===== config.mk =====
export PLATFORM = sky130hd
export DESIGN_NAME = drink_chute_arb
export DESIGN_NICKNAME = d
export VERILOG_FILES = /design/src/rtl/drink_chute_arb.sv
export SDC_FILE = /design/constraint.sdc
export NUM_CORES = 1
export LEC_CHECK = 0
export CAP_MARGIN = 0
export CORE_MARGIN = 1.5
export CORE_UTILIZATION = 55
export DETAILED_ROUTE_END_ITERATION = 12
export HOLD_SLACK_MARGIN = 0.06
export PLACE_DENSITY = 0.82
export SYNTH_ARGS = -nofsm -noshare
export SYNTH_HDL_FRONTEND = slang
export SYNTH_SLANG_ARGS = --single-unit
export TNS_END_PERCENT = 50

===== constraint.sdc =====
create_clock -name clk -period 4.55 [get_ports clk]
set_input_delay 0.6825 -clock clk [delete_from_list [all_inputs] [get_ports clk]]
set_output_delay 0.6825 -clock clk [all_outputs]
set_load 0.05 [all_outputs]

===== src/rtl/drink_chute_arb.sv =====
// ============================================================================
// Module      : drink_chute_arb
// Description : Round-robin arbiter/sequencer for a shared drink chute.
//               Optional jam fault handling enabled by DRINK_ARB_JAM_EN.
// Revision    : 1.0 - initial release
// ============================================================================
`default_nettype none

module drink_chute_arb #(
    parameter int N_REQ    = 4,
    parameter int DISP_CYC = 8,
    parameter int GAP_CYC  = 2
) (
    input  logic                       clk,
    input  logic                       rst_n,
    input  logic [N_REQ-1:0]           req,
    input  logic                       jam,
    input  logic                       fault_clr,
    output logic [N_REQ-1:0]           gnt,
    output logic [N_REQ-1:0]           done,
    output logic                       chute_on,
    output logic [$clog2(N_REQ)-1:0]   chute_id,
    output logic                       busy,
    output logic                       fault
);

    localparam int                IDW         = $clog2(N_REQ);
    localparam logic [IDW:0]      c_nreq      = (IDW+1)'(N_REQ);
    localparam logic [IDW-1:0]    c_last_init = IDW'(N_REQ-1);
    localparam logic [7:0]        c_disp_last = 8'(DISP_CYC-1);
    localparam logic [7:0]        c_gap_last  = 8'(GAP_CYC-1);

    typedef enum logic [2:0] {
        ST_IDLE  = 3'd0,
        ST_GRANT = 3'd1,
        ST_DISP  = 3'd2,
`ifdef DRINK_ARB_JAM_EN
        ST_GAP   = 3'd3,
        ST_FAULT = 3'd4
`else
        ST_GAP   = 3'd3
`endif
    } state_t;

    state_t             r_state,    w_state_n;
    logic [7:0]         r_cnt,      w_cnt_n;
    logic [IDW-1:0]     r_last,     w_last_n;
    logic [IDW-1:0]     r_chute_id, w_chute_id_n;
    logic [N_REQ-1:0]   r_gnt,      w_gnt_n;
    logic [N_REQ-1:0]   r_done,     w_done_n;
    logic               r_chute_on, w_chute_on_n;
    logic               r_busy,     w_busy_n;
    logic               r_fault,    w_fault_n;

    logic               w_found;
    logic [IDW-1:0]     w_pick;
    logic [IDW:0]       w_sum;

    // Scan upward from the last winner, wrapping, and take the first request.
    always_comb begin
        w_found = 1'b0;
        w_pick  = '0;
        w_sum   = '0;
        for (int i = 1; i <= N_REQ; i++) begin
            w_sum = {1'b0, r_last} + (IDW+1)'(i);
            if (w_sum >= c_nreq) begin
                w_sum = w_sum - c_nreq;
            end
            if (!w_found && req[w_sum[IDW-1:0]]) begin
                w_found = 1'b1;
                w_pick  = w_sum[IDW-1:0];
            end
        end
    end

    always_comb begin
        w_state_n    = r_state;
        w_cnt_n      = r_cnt;
        w_last_n     = r_last;
        w_chute_id_n = r_chute_id;
        w_gnt_n      = '0;
        w_done_n     = '0;
        w_chute_on_n = r_chute_on;
        w_busy_n     = r_busy;
        w_fault_n    = r_fault;

        case (r_state)
            ST_IDLE: begin
                w_chute_on_n = 1'b0;
                w_busy_n     = 1'b0;
                if (w_found) begin
                    w_state_n        = ST_GRANT;
                    w_chute_id_n     = w_pick;
                    w_last_n         = w_pick;
                    w_gnt_n[w_pick]  = 1'b1;
                    w_busy_n         = 1'b1;
                end
            end
            ST_GRANT: begin
                w_state_n    = ST_DISP;
                w_chute_on_n = 1'b1;
                w_cnt_n      = 8'd0;
            end
            ST_DISP: begin
`ifdef DRINK_ARB_JAM_EN
                if (jam) begin
                    w_state_n    = ST_FAULT;
                    w_chute_on_n = 1'b0;
                    w_fault_n    = 1'b1;
                    w_cnt_n      = 8'd0;
                end else
`endif
                if (r_cnt == c_disp_last) begin
                    w_state_n              = ST_GAP;
                    w_chute_on_n           = 1'b0;
                    w_done_n[r_chute_id]   = 1'b1;
                    w_cnt_n                = 8'd0;
                end else begin
                    w_cnt_n = r_cnt + 8'd1;
                end
            end
            ST_GAP: begin
                if (r_cnt == c_gap_last) begin
                    w_state_n = ST_IDLE;
                    w_busy_n  = 1'b0;
                    w_cnt_n   = 8'd0;
                end else begin
                    w_cnt_n = r_cnt + 8'd1;
                end
            end
`ifdef DRINK_ARB_JAM_EN
            ST_FAULT: begin
                if (fault_clr) begin
                    w_state_n = ST_IDLE;
                    w_fault_n = 1'b0;
                    w_busy_n  = 1'b0;
                end
            end
`endif
            default: begin
                w_state_n    = ST_IDLE;
                w_chute_on_n = 1'b0;
                w_busy_n     = 1'b0;
                w_fault_n    = 1'b0;
                w_cnt_n      = 8'd0;
            end
        endcase
    end

    always_ff @(posedge clk or negedge rst_n) begin
        if (!rst_n) begin
            r_state    <= ST_IDLE;
            r_cnt      <= 8'd0;
            r_last     <= c_last_init;
            r_chute_id <= '0;
            r_gnt      <= '0;
            r_done     <= '0;
            r_chute_on <= 1'b0;
            r_busy     <= 1'b0;
        end else begin
            r_state    <= w_state_n;
            r_cnt      <= w_cnt_n;
            r_last     <= w_last_n;
            r_chute_id <= w_chute_id_n;
            r_gnt      <= w_gnt_n;
            r_done     <= w_done_n;
            r_chute_on <= w_chute_on_n;
            r_busy     <= w_busy_n;
        end
    end

`ifdef DRINK_ARB_JAM_EN
    always_ff @(posedge clk or negedge rst_n) begin
        if (!rst_n) begin
            r_fault <= 1'b0;
        end else begin
            r_fault <= w_fault_n;
        end
    end
`else
    // Jam inputs have no effect in this build; fault can never latch.
    logic w_unused_inputs;
    assign w_unused_inputs = jam ^ fault_clr ^ w_fault_n;
    assign r_fault         = 1'b0;
`endif

    assign gnt      = r_gnt;
    assign done     = r_done;
    assign chute_on = r_chute_on;
    assign chute_id = r_chute_id;
    assign busy     = r_busy;
    assign fault    = r_fault;

endmodule

`default_nettype wire


Word-level counts from Yosys, hierarchy flattened
Cells that the tools add are included.

word-level totals
  bits in registers = 25
  bits of input ports = 8
  output and inout port bits = 13
  word-level logic and storage cells = 93

operators by class
  add/sub/neg operators = 9
  magnitude comparators = 12
  eq/ne operators = 8
  multiplexer cells = 40
  bitwise logic cells = 2
  reductions and logical operators = 14

operator list
  cell                 number
  $pmux 8 s3           1
  $lt 2x3->1 const B   6
  $mux 2               8
  $mux 4               4
  $mux 8               2
  $mux 1               13
  $ge 3x3->1 const B   4
  $pmux 3 s4           1
  $mux 3               3
  $add 8x1->8 const B  1
  $bmux 1 s2           4
  $eq 8x1->1 const B   1
  $eq 8x3->1 const B   1
  $sub 2x1->2 const B  4
  $add 2x2->3 const B  2
  $eq 3x2->1 const B   2
  $ne 2x2->1 const B   3
  $pmux 1 s3           2
  $reduce_and 2->1     3
  $logic_and 1x1->1    5
  $demux 1 s2          2
  $ge 2x1->1 const B   2
  $add 2x1->3 const B  1
  $add 2x3->3 const B  1
  other kinds (6)      9

Longest topological paths before layout
  depth after elaboration = 21
  gate-level depth with buffers = 7
  mapped depth without buffers = 6

Worst setup path before layout
OpenSTA, ideal clock, no wires.

  path type = reg2reg
  from = reg r_state[0]
  to = reg r_state[1]
  library setup time = 0.125 ns
  arrival = 1.568 ns
  data required time = 4.425 ns
  setup slack = 2.857 ns
  stages on the path, launching flop included = 7
  buffers on the path = 1
  clock period less this slack = 1.693 ns
  cell sequence = dfrtp_1 inv_1 ha_1 or2_1 clkbuf_1 a22o_1 mux2_4

between the ends
  cells in the longest elaborated chain, start to end = 3
  elaborated cells between the ends (all ways) = 9
  classes of those cells = 6 x eq/ne; 1 x mux; 2 x reduce/logical

ends and longest elaborated chain
  item                                                  line  text
  from (decl)                                           45    state_t r_state, w_state_n;
  from (signal assigned)                                161   r_state <= w_state_n;
  $eq 3x2->1 / $logic_not 3->1 (equally long branches)  87    case (r_state)
  $ne 2x2->1 (no line)                                  -
  $reduce_and 3->1 (no line)                            -

Parallel ways exist; a longest one is shown, timed or not.
A chain may end at the register's enable or synchronous reset.

Final worst setup path
  from = reg r_chute_id[1], in the netlist chute_id[1]
  to = out chute_id[1]

RTL lines
  item                    line  text
  from (decl)             48    logic [IDW-1:0] r_chute_id, w_chute_id_n;
  from (signal assigned)  164   r_chute_id <= w_chute_id_n;
  to (decl)               22    output logic [$clog2(N_REQ)-1:0] chute_id,

No word-level cell between the ends.

==> results by stage <==
Cells and area:
- From synthesis to final layout, the design area changed by 17.3%.
- Of the cells placed in the final design, the portion with a size suffix greater than 1 is 0.0769.
- 0 antenna diodes ended up in the layout.
- After the last flow step, the layout net total stands at 159.
- The share of the core filled with cells in the final layout is 0.675.
- Once layout is done, the placed cells without fillers occupy 1470 um2.

Timing:
- For the final database, setup skew stands at 0.00643 ns.
- The final-layout setup total negative slack is 0 ns.
- The clock period could shrink to 2.26 ns.
- The maximum frequency from static timing analysis is 443 MHz.
- The relative slew slack is 0.308.
- Setup repair after global routing left no endpoint under its margin.
- The final number of max-transition violations is 0.
- The number of hold-slack violations in the final timing report was 0.
- For the pin with the worst max-slew slack, the measured transition is 1.04 ns.
- Setup violations remaining at the end of the flow were counted as 0.
- The worst path setup slack after routing is 2.29 ns.
- The part of the cycle the worst path needs is 0.496.

Placement:
- The detailed placer's ending HPWL is 1740 um.
- At the end of routability-driven placement, the weighted congestion stood at 0.791.
- Once placement finished, the instance area stood at 1440 um2.
- The worst setup slack before clock tree synthesis is 2.25 ns.
- The count of buffers added on input and output ports is 17.

Setup path:
- The category of cells accounting for the largest share of critical-path delay is buffers and inverters.
- STA classifies the critical path endpoint as an output port.
- The element type at the critical path start is a flip-flop.
- The number of buffers and inverters on the critical path is 1.
- STA puts the critical path data arrival time at 1.58 ns.
- The largest single stage delay on the critical path is 0.83 ns.
- Traced cell by cell, the critical path runs through clkdlybuf4s50_1.
- The setup path with the least slack is of type flip-flop to output port.
- The data required time at the worst endpoint is 3.87 ns.
- Of all nets on the critical path, the largest fanout is 5.
- The cell with the biggest individual delay on the critical path is clkdlybuf4s50_1.

Synthesis:
- The complex-gate fraction of the synthesized area is 0.151.
- The mapped netlist covers 1250 um2.
- After technology mapping, the gate count stands at 125.
- The total nets after synthesis is 140.
- Sorting the synthesized cells by how often they occur yields 22 x dfrtp_1, 11 x nand2_1, 10 x inv_1.
- The area share of the largest cell type after synthesis is 0.441.
- The xor-xnor portion of the synthesized cell area is 0.0140.
- In this run, synthesis produced a sequential element count of 24.
- The top cell type by total area after synthesis is dfrtp_1.
- Of the total synthesized cell area, the portion taken by full adders, half adders and majority gates is 0.0701.
- The share of synthesized area spent on multiplexers is 0.0381.
- By area the synthesized netlist is led by dfrtp_1 44%, ha_1 7.0%, dfstp_2 4.2%.
- The number of flops mapped to enable cells by yosys is 0.
- In the synthesized netlist the dominant register cell turns out to be dfrtp_1.
- For this run, asynchronously set or reset flops after synthesis account for 1.00.
- The synthesized area divided by synthesized cell count is 9.99 um2.
- The largest family of logic cells by synthesized area is simple AND/OR/NAND/NOR gates.
- The share of synthesized area occupied by flip-flops and latches is 0.483.
- Yosys instantiated no cell more often than dfrtp_1.
- The count of cell types in the netlist is 41.
- The Yosys step of the flow raised 0 warnings.
- Of the total synthesized cell area, the portion taken by AND, OR, NAND and NOR gates is 0.198.

Drt:
- In this run the remaining antenna-violating nets after routing total 0.
- Dividing the detail-routed wire length by the instance count gives 13.7 um.
- The number of design-rule violations left by the first detailed-router iteration is 25.
- The sum of routed wire length over all layers is 2350 um.
- Summing over every cut layer, the via total after detailed routing is 966.
- The number of vias per cell is 5.65.
- The pre-antenna-repair detailed-routing pass consisted of 4 iterations.
- The number of remaining DRC errors is 0.

GRT:
- The number of global-route vias before repair is 965.
- The initial antenna violation count is 0.
- The aggregate global routing overflow is 0.
- The first-pass GRT wire length is 4130 um.
- For this run, the total global-route usage over all layers was measured as 0.219.
- Entering global routing, the biggest net connects 25 pins.

Clock tree:
- The H-tree depth is 1.
- The TritonCTS sink count is 24.
- In this run, post-CTS repair resized a total of 0 instances.
- Clock latency on the worst-skew pair, taken at its later pin, is 0.32 ns.
- The number of clock buffers added by TritonCTS is 3.
- After clock tree synthesis, the clock-pin slew on the worst setup and hold paths is 0.13 ns.
- The buffers inserted during post-CTS setup optimization is 0.
- The root buffer selected by CTS is clkbuf_4.
- The TritonCTS clock tree is built.
- The maximum clock insertion buffer count is 2.
- For this design, the CTS-stage hold fixing added 0 buffers.

Die:
- The core area is 2170 um2.
- 21 I/O pins were placed.
- The initial utilization of the core area, before any placement, comes to 0.576.
- The initialized floorplan defines 17 standard-cell rows.
- The die is 50.7 um wide.
- The die covers 2570 um2.
- The vertical extent of the die is 50.7 um.

Hold path:
- In this run the worst hold path is classified as flip-flop to flip-flop.

Pwr:
- Summing internal, switching and leakage power gives 887 uW.
- The total power per unit cell area is 605 nW/um2.
- The leakage power of the design is 0.656 nW.
- The highest ir drop seen on vdd is 0.545 mV.

Status:
- The run finished with clean final reports.

Run:
- The max-cap check violation count is 0.
## cells in the final DEF (no fill, tap or decap), types with 2 or more instances in the layout
cell             netlist  routed
a31oi_1                3       3
xnor2_1                2       2
clkdlybuf4s50_1        0      17
a21o_1                 3       3
a21oi_1                8       8
dfstp_2                2       2
or3_1                  2       2
ha_1                   7       7
nor2_1                 7       7
nor3_1                 7       7
nand2_1               11      11
inv_1                 10      10
o211ai_1               2       2
nand2b_1               3       3
o22ai_1                2       2
clkbuf_4               0       3
and2_1                 2       2
nand3_1                3       3
o21ai_0                2       2
a22o_1                 2       2
mux2_2                 2       2
nor4_1                 2       2
dfrtp_1               22      22
## worst paths after layout
check,startpoint,to,slack [ns],depth (start not counted)
max in group asynchronous,rst_n,gnt[3],3.01,1
max,chute_id[1],chute_id[1],2.29,1
max reg2reg,r_state[0],chute_id[0],2.63,5
min,chute_id[0],done[0],0.50,1
min reg2reg,chute_id[0],done[0],0.50,1
min in group asynchronous,rst_n,r_cnt[3],0.91,1
## logic make-up (layout without fill, tap and decap cells)
family                   count (synthesis)  after routing
flip-flops                              24             24
XOR/XNOR                                 2              2
AND/OR/NAND/NOR                         46             46
buffers and inverters                   13             31
AO/OA/AOI/OAI                           28             28
multiplexers                             4              4
adder cells (fa/ha/maj)                  7              7
other                                    1              1
## sequential cells by signal, indices dropped and copies added (netlist names)
register	count
chute_on	1
chute_id	2
busy	1
r_cnt	8
r_last	2
gnt	4
r_state	2
done	4
## per-layer routing
metal,vias up,share of wire,GRT usage
met5,-,0,0
met4,0,0.023,0.108
met3,5,0.029,0.0268
met2,20,0.47,0.371
met1,464,0.48,0.275
li1,477,-,-
## power by group
| group | internal, mW | switching, mW |
|---|---|---|
| clock | 0.0344 | 0.0631 |
| combinational | 0.180 | 0.286 |
| sequential | 0.272 | 0.0508 |
| total | 0.487 | 0.400 |
## area by class of cell
class / instances / area (um2)
Inverter: 10 / 37.5
Clock buffer: 4 / 26.3
Sequential cell: 24 / 603
Tap cell: 28 / 35.0
Timing Repair Buffer: 17 / 170
Fill cell: 184 / 704
Multi-Input combinational cell: 88 / 593
## per-stage QoR
step	hold slack [ns]	std cells
final	0.504	171
after global routing	0.518	171
after CTS	0.511	171
after detailed placement	0.498	167
after global placement	0.474	167
after floorplan	0.387	125
Power figures use the tool's default switching activity.
